## src/rtl/t_toggle_decoder_pkg.sv

```systemverilog
// ============================================================================
//  Module  : t_toggle_decoder_pkg
//  Brief   : Shared constants and helpers for the T-flip-flop line decoder.
//  Revision: 1.0
// ============================================================================
`default_nettype none

package t_toggle_decoder_pkg;

    localparam int DATA_W_DEF = 8;

    // Counter must index every bit position 0..DATA_W-1.
    function automatic int cnt_width(input int data_w);
        return $clog2(data_w);
    endfunction

    localparam int CNT_W_DEF = cnt_width(DATA_W_DEF);

endpackage

`default_nettype wire

```

## src/rtl/t_toggle_decoder_bit_dec.sv

```systemverilog
// ============================================================================
//  Module  : toggle_bit_dec
//  Brief   : Recovers one original bit per enabled sample from a toggle line.
//  Revision: 1.0
// ============================================================================
`default_nettype none

module toggle_bit_dec (
    input  logic clk,
    input  logic rst,
    input  logic en,
    input  logic q_in,
    output logic t_out
);

    logic r_prev_q;

    always_ff @(posedge clk) begin
        if (!rst) begin
            r_prev_q <= 1'b0;
        end else if (en) begin
            r_prev_q <= q_in;
        end
    end

    // A change of level since the last consumed sample means the source bit was 1.
    assign t_out = q_in ^ r_prev_q;

endmodule

`default_nettype wire

```

## src/rtl/t_toggle_decoder.sv

```systemverilog
// ============================================================================
//  Module  : t_toggle_decoder
//  Brief   : Assembles decoded toggle bits into DATA_W words with a one-word
//            valid/ready output buffer and a sticky overrun flag.
//  Revision: 1.0
// ============================================================================
`default_nettype none

module t_toggle_decoder
    import t_toggle_decoder_pkg::*;
#(
    parameter int DATA_W = DATA_W_DEF
) (
    input  logic              clk,
    input  logic              rst,
    input  logic              en,
    input  logic              q_in,
    output logic [DATA_W-1:0] data_out,
    output logic              data_valid,
    input  logic              data_ready,
    output logic              overrun,
    input  logic              clr_ovr
);

    localparam int CNT_W = cnt_width(DATA_W);
    localparam logic [CNT_W-1:0] c_LAST_IDX = CNT_W'(DATA_W - 1);

    logic              w_t;
    logic [DATA_W-1:0] w_word;
    logic              w_complete;
    logic              w_load;
    logic              w_drop;

    logic [CNT_W-1:0]  r_cnt;
    logic [DATA_W-1:0] r_shift;
    logic [DATA_W-1:0] r_data;
    logic              r_valid;
    logic              r_ovr;

    toggle_bit_dec u_bit_dec (
        .clk   (clk),
        .rst   (rst),
        .en    (en),
        .q_in  (q_in),
        .t_out (w_t)
    );

    // The word as it will look once the current bit has shifted in, so the
    // completing bit is captured without waiting for the shift register.
    assign w_word     = {w_t, r_shift[DATA_W-1:1]};
    assign w_complete = en && (r_cnt == c_LAST_IDX);
    assign w_load     = w_complete && (!r_valid || data_ready);
    assign w_drop     = w_complete && r_valid && !data_ready;

    always_ff @(posedge clk) begin
        if (!rst) begin
            r_cnt   <= '0;
            r_shift <= '0;
        end else if (en) begin
            r_shift <= w_word;
            r_cnt   <= (r_cnt == c_LAST_IDX) ? '0 : r_cnt + CNT_W'(1);
        end
    end

    always_ff @(posedge clk) begin
        if (!rst) begin
            r_data  <= '0;
            r_valid <= 1'b0;
        end else if (w_load) begin
            r_data  <= w_word;
            r_valid <= 1'b1;
        end else if (r_valid && data_ready) begin
            r_valid <= 1'b0;
        end
    end

    // A drop in the same cycle as a clear keeps the flag set.
    always_ff @(posedge clk) begin
        if (!rst) begin
            r_ovr <= 1'b0;
        end else if (w_drop) begin
            r_ovr <= 1'b1;
        end else if (clr_ovr) begin
            r_ovr <= 1'b0;
        end
    end

    assign data_out   = r_data;
    assign data_valid = r_valid;
    assign overrun    = r_ovr;

endmodule

`default_nettype wire

```

## config.mk

```make
export PLATFORM = sky130hd
export DESIGN_NAME = t_toggle_decoder
export DESIGN_NICKNAME = d
export VERILOG_FILES = /design/src/rtl/t_toggle_decoder_pkg.sv /design/src/rtl/t_toggle_decoder_bit_dec.sv /design/src/rtl/t_toggle_decoder.sv
export SDC_FILE = /design/constraint.sdc
export NUM_CORES = 1
export LEC_CHECK = 0
export ABC_AREA = 1
export CAP_MARGIN = 0
export CORE_MARGIN = 3
export CORE_UTILIZATION = 40
export CTS_CLUSTER_DIAMETER = 30
export DETAILED_ROUTE_END_ITERATION = 8
export PLACE_DENSITY_LB_ADDON = 0.12
export SLEW_MARGIN = 15
export SYNTH_ARGS = -nofsm -noshare
export SYNTH_HDL_FRONTEND = slang
export SYNTH_HIERARCHICAL = 1
export SYNTH_SLANG_ARGS = --single-unit
```

## constraint.sdc

```tcl
create_clock -name clk -period 1.59 [get_ports clk]
set_clock_uncertainty 0.2 [all_clocks]
set_input_delay 0.477 -clock clk [delete_from_list [all_inputs] [get_ports clk]]
set_output_delay 0.477 -clock clk [all_outputs]
set_load 0.1 [all_outputs]
```

* Word-level counts from Yosys, hierarchy flattened
Index checks and enable logic that the tools add are counted.
W data, S select, Z words.
** Word-level totals
- Register bits :: 22
- Word-level logic and storage cells :: 24
** Cells by class
- $add $sub $neg :: 1
- Equality and inequality tests :: 1
- Mux-type cells :: 5
- Bitwise operators :: 1
- Reduce and logical (&&, ||, !) cells :: 10
** Operators by type and width (number)
- $logic_and A1 B1 Y1 :: 5
- $mux W1 :: 4
- $reduce_bool A2 Y1 :: 2
- $add A3 B1 Y3 const B :: 1
- $eq A3 B3 Y1 const B :: 1
- $mux W3 :: 1
- $logic_not A1 Y1 :: 2
- $logic_or A1 B1 Y1 :: 1
- $xor A1 B1 Y1 :: 1

* Longest topological paths before layout
Gate-level depths: netlist of the first run.
- Depth in word-level cells :: 5
- Gate-level depth with buffers :: 8
- Gate-level depth less buffers :: 7

* Modules after synthesis
The synthesis of the first run kept the hierarchy.
** Modules (own cells, without submodules)
- t_toggle_decoder :: times used 1, cells an instance 101, area each 868.3 um^2, seq. area each 400.4 um^2
- toggle_bit_dec :: times used 1, cells an instance 7, area each 50.0 um^2, seq. area each 20.0 um^2

* Worst setup path after synthesis of the first run
No wires, ideal clock.
- Path kind :: reg-to-reg
- Start :: register r_valid (netlist: data_valid)
- End :: register r_data[5] (netlist: data_out[5])
- Setup time :: 0.117 ns
- Arrival :: 1.601 ns
- Data required time :: 1.273 ns
- Path slack :: -0.328 ns
- Stages on the path, launching flop included :: 5
- Clock period less this slack :: 1.918 ns
- Cell sequence :: dfxtp_1 > nand2_2 > buf_6 > a21oi_2 > nor2_2
** Between the ends
- Cells in the longest elaborated chain, start to end :: 3
** Ends and longest elaborated chain
- start, declared :: line t_toggle_decoder.sv:37 : logic r_valid;
- start signal, assigned :: line t_toggle_decoder.sv:68 : r_valid <= 1'b0;
- start signal, assigned :: line t_toggle_decoder.sv:71 : r_valid <= 1'b1;
- start signal, assigned :: line t_toggle_decoder.sv:73 : r_valid <= 1'b0;
- $logic_not A1 Y1 :: line t_toggle_decoder.sv:52 : assign w_load = w_complete && (!r_valid || data_ready);
- $logic_or A1 B1 Y1 :: line t_toggle_decoder.sv:52
- $logic_and A1 B1 Y1 :: line t_toggle_decoder.sv:52
- end signal, assigned :: line t_toggle_decoder.sv:70 : r_data <= w_word;
- end, declared :: line t_toggle_decoder.sv:36 : logic [DATA_W-1:0] r_data;
No other way between the ends.
A chain may end at the register's enable or synchronous reset.

* Final worst setup path of the first run
- Start :: register r_valid (netlist: data_valid)
- End :: output data_valid
** RTL lines
- end, declared :: line t_toggle_decoder.sv:19 : output logic data_valid,
No word-level cell between the ends.

==> results of run 1 <==
[flip-flops by register name, indices dropped and copies added (netlist names)]
register            flops
r_cnt                   3
r_shift                 7
data_out                8
overrun                 1
data_valid              1
u_bit_dec/r_prev_q      1
[metal layers]
metal,part of all wire [%],global-route usage [%],up-vias
li1,-,-,388
met5,0,0,-
met4,0.60,5.11,0
met2,47,19.0,18
met1,47,16.2,320
met3,5.6,3.32,2
[kinds of logic (layout without fill, tap and decap cells)]
group                    Yosys count  count (layout)  synth area share [%]
AND/OR/NAND/NOR                   37              37                  19.2
AO/OA/AOI/OAI                     28              28                  18.8
flip-flops                        21              21                  45.8
buffers and inverters             19              38                  12.5
adder cells (fa/ha/maj)            2               2                  2.72
XOR/XNOR                           1               1                 0.954
[where the power goes]
part           switching, uW  total (uW)  internal, uW
sequential              10.4         556           546
clock                    147         244          97.4
combinational           52.6        98.1          45.5
[final cells by class]
cell class,count,area (um2)
multi-input cells,68,385
repair buffers,20,313
clock buffers,4,26.3
fillers,178,813
flip-flops and latches,21,433
inverters,14,57.6
well taps,27,33.8
[Yosys cell counts (all sizes together)]
library cell  instances  area share [%]
a21oi                19              14
buf                   5             6.3
dfxtp                21              46
ha                    2             2.7
inv                  14             6.3
nand2                15             7.2
nand3                 8             5.4
nand4                 1            0.68
nor2                 13             5.9
o21a                  1            0.82
o21ai                 8             4.4
xor2                  1            0.95
[worst min-delay path by stage]
| stage | endpoint | slack [ps] | cells past startpoint |
|---|---|---|---|
| after floorplan | r_shift[3] | 240 | 2 |
| after global placement | r_shift[1] | 260 | 2 |
| after detailed placement | r_shift[4] | 260 | 2 |
| after CTS | r_shift[4] | 280 | 2 |
| after global routing | r_shift[4] | 290 | 2 |
| final | r_shift[4] | 270 | 2 |
[metrics by stage]
step                      setup slack, ps  power [uW]
after global routing                 8.98         950
after global placement               -189         664
final                                46.9         898
after detailed placement             -211         667
after floorplan                      45.2         631
after CTS                            38.6         912
[repair_timing]
action	in CTS	in global routing
setup endpoints to repair	0	5
resized for setup	0	1
hold buffers	0	0
==> impl_results.md, run 1 <==
* Outcome: finished clean
* Least-Margin Pin Slew at 188 ps
* Worst R2R End: data_out[4]
* Initial core utilization at 44.5%
* Final cycle utilization of the critical path at 97.1%
* Routability Congestion at 0.737
* GR Overflow Total at 0
* Post-placement cell area at 1220 um2
* Post-detailed-route count of antenna-violating nets at 0
* Clock period minus worst slack at 1540 ps
* Commonest non-fill, non-tap cell in the layout: nand2_1
* Sequential cell area fraction in the yosys report at 45.8%
* Setup violators final at 0
* Crit-path cells: buf_12
* Power per cell area at 720 nW/um2
* Crit path launch: data_valid
* CP Data Required Time at 910 ps
* Dpl hpwl at 1.14 mm
* Ports at 16
* PortBufs at 15
* Die Wd at 53.9 um
* Hold_sp: r_shift[5]
* Avg Cell Area, Syn at 8.50 um2
* Layout cells sized above 1 at 35.4%
* Die Height at 53.9 um
* Area Overhead vs Synth at 36.0%
* Largest net degree at the start of global routing at 18
* Synth warn at 6
* Via density at 4.73
* Maximum VDD drop at 0.000545 V
* CP Depth at 1
* Final hold vios at 0
* RSZ-0062 raised after global routing: no
* CP max stage cell: dfxtp_2
* Die area at 2910 um2
* Vias in the first global route at 625
* Root buffer cell: clkbuf_4
* Core Region at 2060 um2
* Netlist cell types at 21
* CP Max Fanout at 3
* Clk Latency, worst-skew pair at 290 ps
* Design Area, Final at 1250 um2
* Fmax at 648 MHz
* Critical Path Source Type: flop
* Fin util at 60.6%
* WL per Instance at 9.77 um
* Leakage at 0.000521 uW
* Syn nets at 116
* Total wire length at 1.51 mm
* CTS Buffer Depth at 2
* Final setup TNS at 0 ps
* Data arrival time of the critical path at 870 ps
* Post-Syn Area at 918 um2
* Flip-flop and latch count after synthesis at 21
* Worst reg-to-reg path cell count at 7
* Reg-to-reg startpoint: r_cnt[0]
* Total Routing Usage GR at 12.4%
* Commonest cells after routing, fill and taps aside: nand2_1, inv_1, buf_12
* Worst R2R Setup Slack at 130 ps
* Clock Sinks at 21
* DRC at 0
* Slowest stage delay, CP at 390 ps
* Mapped Cells at 108
* Final non-filler cell total at 154
* Max-slew headroom at 87.4%
* Family with the most delay on the worst path: flip-flops
* CP endpoint: data_valid
* Min-delay worst type: reg2reg
* First-pass GRT wire length at 2.59 mm
* Ant diodes at 0
* CTS tree: done
* Initial antenna violation count at 0
* Buf/Inv on CP at 1
* 1st-pass router iterations at 4
* Clock transition at the registers of the reported paths at 110 ps
* Final nets at 136
* Max-cap violations at 0
* Setup bufs post-CTS at 0
* Inst Count DP at 150
* Critical path type: reg2out
* Minimum hold slack at 272 ps
* H-tree Lvls at 1
* DR iter-0 viols at 13
* Row count at 16
* TritonCTS buffer count at 3
* DR vias at 728
* Critical Path End Type: output pin
* Count of pins over their slew limit at 0
No activity file was read; power rests on OpenSTA's default activity.
==> inputs of run 2 (changes only) <==
SKIP_CTS_REPAIR_TIMING = 1   (was unset)
==> results of run 2 <==
Same layout as run 1: the final DEF is identical, and so are final timing and power.
==> inputs of run 3 (changes only) <==
GPL_TIMING_DRIVEN = 0   (was unset)
==> run 3 against run 2 <==
Via count down 3.0%; highest routed layer unchanged; largest cell class unchanged; non-clock buffer count increased by 1; die area unchanged; worst hold slack improved by 6.3 ps; worst setup slack lost 26 ps; combinational power is 2.5% lower; utilization down 2.2 points; count of clock-buffer cells in the layout down 1.
==> impl_results.md, run 3 (synthesis gave the netlist of run 1 again) <==
* Vias in the first global route at 639 (+2.2%)
* WL per Instance at 10.0 um (+2.5%)
* CP max stage cell: dfxtp_2
* CTS tree: done
* Core Region at 2060 um2 (unchanged)
* Clock power share at 28.8% (+1.6 points)
* Initial antenna violation count at 0 (unchanged)
* Initial core utilization at 44.5% (unchanged)
* Outcome: finished clean
* DR vias at 706 (-3.0%)
* Area Overhead vs Synth at 31.1%
* Critical Path End Type: output pin
* Power per cell area at 761 nW/um2 (+5.8%)
* Dpl hpwl at 1.18 mm (+3.2%)
* Final nets at 137 (+0.74%)
* Ant diodes at 0 (unchanged)
* GR Overflow Total at 0 (unchanged)
* Final hold vios at 0 (unchanged)
* Data arrival time of the critical path at 890 ps (+20 ps)
* Max FFs per register at 8 (unchanged)
* Least-Margin Pin Slew at 272 ps (+83.5 ps)
* Cell internal pwr at 683 uW (-0.91%)
* 1st-pass router iterations at 4 (unchanged)
* Row count at 16 (unchanged)
* Max-cap violations at 0 (unchanged)
* Clk Latency, worst-skew pair at 310 ps (+20 ps)
* Combinational group share of total power at 10.4% (-0.5 points)
* Buf/Inv on CP at 1 (unchanged)
* PortBufs at 15 (unchanged)
* Clock period minus worst slack at 1570 ps (+25.9 ps)
* Post-detailed-route count of antenna-violating nets at 0 (unchanged)
* Fin util at 58.4% (-2.2 points)
* Slowest stage delay, CP at 360 ps (-30 ps)
* CTS Buffer Depth at 2 (unchanged)
* Total Routing Usage GR at 13.4% (+1.0 points)
* DR iter-0 viols at 4 (-9)
* Psw at 234 uW (+12%)
* Root buffer cell: clkbuf_4
* CP Max Fanout at 2 (-1)
* Leakage at 0.000523 uW (+0.32%)
* Maximum VDD drop at 0.000470 V (-14%)
* Critical path type: reg2out
* Critical Path Source Type: flop
* CP Data Required Time at 910 ps (about the same)
* H-tree Lvls at 1 (unchanged)
* M1 GR Usage at 15.8% (-0.45 points)
* Routability Congestion at 0.737 (about the same)
* Post-placement cell area at 1110 um2 (-8.6%)
* Setup violators final at 0 (unchanged)
* Layout cells sized above 1 at 37.5% (+2.1 points)
* Multi-input gate area at 385 um2 (unchanged)
* GR Util met2 at 21.2% (+2.2 points)
* Die Height at 53.9 um (unchanged)
* First-pass GRT wire length at 2.73 mm (+5.3%)
* Total wire length at 1.55 mm (+3.2%)
* Via density at 4.55 (-3.6%)
* Crit-path cells: buf_6
* Min-delay worst type: reg2reg
* Die Wd at 53.9 um (unchanged)
* Commonest cells after routing, fill and taps aside: nand2_1, inv_1, a21oi_1, nor2_1, dfxtp_2
* Fmax at 637 MHz (-1.7%)
* Register Area at 434 um2 (+0.29%)
* Die area at 2910 um2 (unchanged)
* Clock Sinks at 21 (unchanged)
* Clock transition at the registers of the reported paths at 120 ps (about the same)
* Largest net degree at the start of global routing at 13 (-5)
* Met3 Usage GRT at 2.49% (-0.83 points)
* Family with the most delay on the worst path: flip-flops
* Seq pwr share at 60.7% (-1.2 points)
* Final cycle utilization of the critical path at 98.7% (+1.6 points)
* Sw frac at 25.5% (+2.2 points)
* DRC at 0 (unchanged)
* Fillers at 193 (+8.4%)
* Worst R2R Setup Slack at 110 ps (-20 ps)
* Commonest non-fill, non-tap cell in the layout: nand2_1
* Layer with the highest usage: met2
* Ports at 16 (unchanged)
* Design Area, Final at 1200 um2 (-3.6%)
* Max-slew headroom at 81.8% (-5.6 points)
* Count of pins over their slew limit at 0 (unchanged)
* TritonCTS buffer count at 3 (unchanged)
==> run 3: changes by cell type in the layout (fill, tap and decap cells not counted), sizes merged <==
cell / before / now
clkbuf: 4 / 3
clkinv: 0 / 1
dlymetal6s2s: 0 / 1
buf: 15 / 16
clkdlybuf4s50: 5 / 4
==> run 3: layout make-up <==
cell class	instances	area share [%]
Clock buffer	3	1.87
Tap cell	27	2.81
Sequential cell	21	36.1
Multi-Input combinational cell	68	32.0
Inverter	14	4.78
Timing Repair Buffer	16	17.3
Buffer	5	4.78
Clock inverter	1	0.416
==> run 3: power by group through the flow <==
stage               registers, uW  logic, uW  clock network, uW
floorplan                     572       58.2                  0
global placement              567       92.1                  0
detailed placement            568       94.0                  0
CTS                           556       94.4                274
global route                  559        111                287
finish                        557       95.6                264
==> run 3: worst min-delay path, cell delays in order (launching register included) <==
cell	delay (ps)
dfxtp_1	330
nand2_1	60
a21oi_1	50
==> run 3: metal layers <==
layer | up-vias | share of wire [%] | wire length [um]
met3 | 5 | 5.1 | 79
met5 | - | 0 | 0
met2 | 18 | 45 | 693
met1 | 292 | 47 | 725
li1 | 391 | - | -
met4 | 0 | 3.5 | 55
==> run 3: stage by stage <==
| stage | power (uW) | setup WS, ps | hold WS (ps) | instances | TNS, ps |
|---|---|---|---|---|---|
| floorplan | 631 | 45.2 | 241 | 108 | 0 |
| global route | 957 | -1.10 | 308 | 155 | -1.10 |
| global placement | 660 | -540 | 253 | 150 | -9150 |
| finish | 917 | 21.0 | 278 | 155 | 0 |
| CTS | 924 | -905 | 280 | 154 | -8880 |
| detailed placement | 662 | -541 | 258 | 150 | -9600 |
==> run 3: worst paths after layout <==
kind | startpoint | to | cells after the start
min | r_cnt[1] | r_cnt[1] | 2
max reg2reg | r_cnt[0] | data_out[5] | 7
max | data_out[2] | data_out[2] | 1
min reg2reg | r_cnt[1] | r_cnt[1] | 2
==> RTL change (settings of run 1) <==
Change the package constant `DATA_W_DEF` from 8 to 10.
--- a/src/rtl/t_toggle_decoder_pkg.sv
+++ b/src/rtl/t_toggle_decoder_pkg.sv
@@ -8,5 +8,5 @@
 package t_toggle_decoder_pkg;
 
-    localparam int DATA_W_DEF = 8;
+    localparam int DATA_W_DEF = 10;
 
     // Counter must index every bit position 0..DATA_W-1.
Interface: changed (resized data_out); port bits go from 16 to 18. The function was not compared with the original's and may differ.
==> RTL change against run 1 <==
Via count rose by 31%. Total power rose by 39%. Combinational power up 12%. Area after synthesis increased by 25%. Sequential power up 23%. Wire length grew 42%. Sequential cell count rose by 5. Worst hold slack better by 0.0099 ns. Worst setup slack got worse by 0.018 ns. Design area increased by 30%.
==> RTL change: results (changes against run 1) <==
- Run status: complete, no violations (unchanged)
- Proportion of synthesized chip area in sequential cells: 45.5% (was 45.8%)
- Routed via count divided by cell count: 4.48 (was 4.73)
- Rel. slew slack: 82.2% (was 87.4%)
* Length in cells of the worst reg-to-reg path: 6 (was 7)
- Maximum fanout along the worst path: 2 (was 3)
- The count of port buffers added during placement is 17 (was 15).
* Fraction of power spent switching nets: 21.7% (was 23.3%)
* Total length of routed wires: 2130 um (was 1510 um)
* Library cells used by synthesis: 20 (was 21)
- The number of global-route vias before repair was 895 (was 625).
- The hold slack is 0.282 ns (was 0.272 ns).
- Post-detail-place hpwl: 1560 um (was 1140 um)
* Placement Cell Area: 1540 sq um (was 1220 sq um)
* Gr usage total: 13.7% (was 12.4%)
- Critical register-to-register path startpoint: r_cnt[3] (was r_cnt[0])
- Clock transition at path regs: 0.15 ns (was 0.11 ns)
- The number of design-rule violations left by the first detailed-router iteration came to 29 (was 13).
- The clock latency on the worst-skew pair was 0.32 ns (was 0.29 ns).
* Number of nets in the layout: 190 (was 136)
- Max VDD drop: 820 uV (was 545 uV)
* Number of nets produced by synthesis: 161 (was 116)
- The worst hold path startpoint is r_shift[2] (was r_shift[5]).
* Leading post-synthesis cells by cell area: sky130_fd_sc_hd__dfxtp_1 (46%), sky130_fd_sc_hd__inv_1 (12%), sky130_fd_sc_hd__nand2_1 (8.9%) (was sky130_fd_sc_hd__dfxtp_1 (46%), sky130_fd_sc_hd__a21oi_2 (7.6%), sky130_fd_sc_hd__a21oi_1 (6.0%))
- The largest net degree at the start of global routing is 22 (was 18).
- Global placement routability congestion: 0.679 (was 0.737)
* Adder-Cell Fraction of Synth Area: 0% (was 2.72%)
[RTL change: cell families (layout without fill, tap and decap cells)]
kind of cell | Yosys count | after routing
AO/OA/AOI/OAI | 22 | 22
AND/OR/NAND/NOR | 62 | 63
buffers and inverters | 43 | 70
flip-flops | 26 | 26
XOR/XNOR | 2 | 2
[RTL change: worst max-delay path by stage]
stage | startpoint | slack [ns] | endpoint | cells after the start
after floorplan | data_valid | 0.05 | data_out[0] | 5
after global placement | en | -0.29 | r_cnt[3] | 7
after detailed placement | en | -0.32 | r_cnt[3] | 7
after CTS | data_out[4] | 0.008 | data_out[4] | 1
after global routing | data_out[2] | -0.01 | data_out[2] | 1
final | data_out[2] | 0.03 | data_out[2] | 1
[RTL change: power by group through the flow]
stage / registers, W / logic (W) / clock network [W]
detailed placement: 0.000698 / 0.000105 / 0
CTS: 0.000684 / 0.000106 / 0.000469
global route: 0.000687 / 0.000125 / 0.000489
finish: 0.000684 / 0.000110 / 0.000454
global placement: 0.000697 / 0.000101 / 0
floorplan: 0.000696 / 0.0000649 / 0
[RTL change: per-layer routing]
metal | routed length [um] | global-route usage, % | vias up | part of all wire, %
met5 | 0 | 0 | - | 0
met4 | 40 | 7.77 | 0 | 1.9
met3 | 97 | 1.96 | 4 | 4.5
met2 | 951 | 22.5 | 25 | 45
met1 | 1050 | 17.1 | 398 | 49
li1 | - | - | 528 | -
[RTL change: final cells by class]
| class | count | area (sq um) |
|---|---|---|
| timing repair buffer | 30 | 410 |
| clock buffer | 3 | 22.5 |
| inverter | 36 | 135 |
| multi-input combinational | 87 | 452 |
| sequential | 26 | 536 |
| fill | 226 | 967 |
| clock inverter | 1 | 30.0 |
| tap | 30 | 37.5 |
[RTL change: stage by stage]
step / setup slack [ns] / std cells / TNS (ns) / util, %
after CTS: 0.00804 / 210 / 0 / 61.3
final: 0.0292 / 213 / 0 / 62.7
after global routing: -0.0123 / 213 / -0.0376 / 62.7
after floorplan: 0.0523 / 155 / 0 / -
after global placement: -0.287 / 206 / -4.81 / 59.3
after detailed placement: -0.321 / 206 / -5.58 / 59.3
[RTL change: what timing repair did]
action,CTS,global route
endpoints found under the setup margin,0,12
gates resized for setup,0,3
setup buffers,0,2
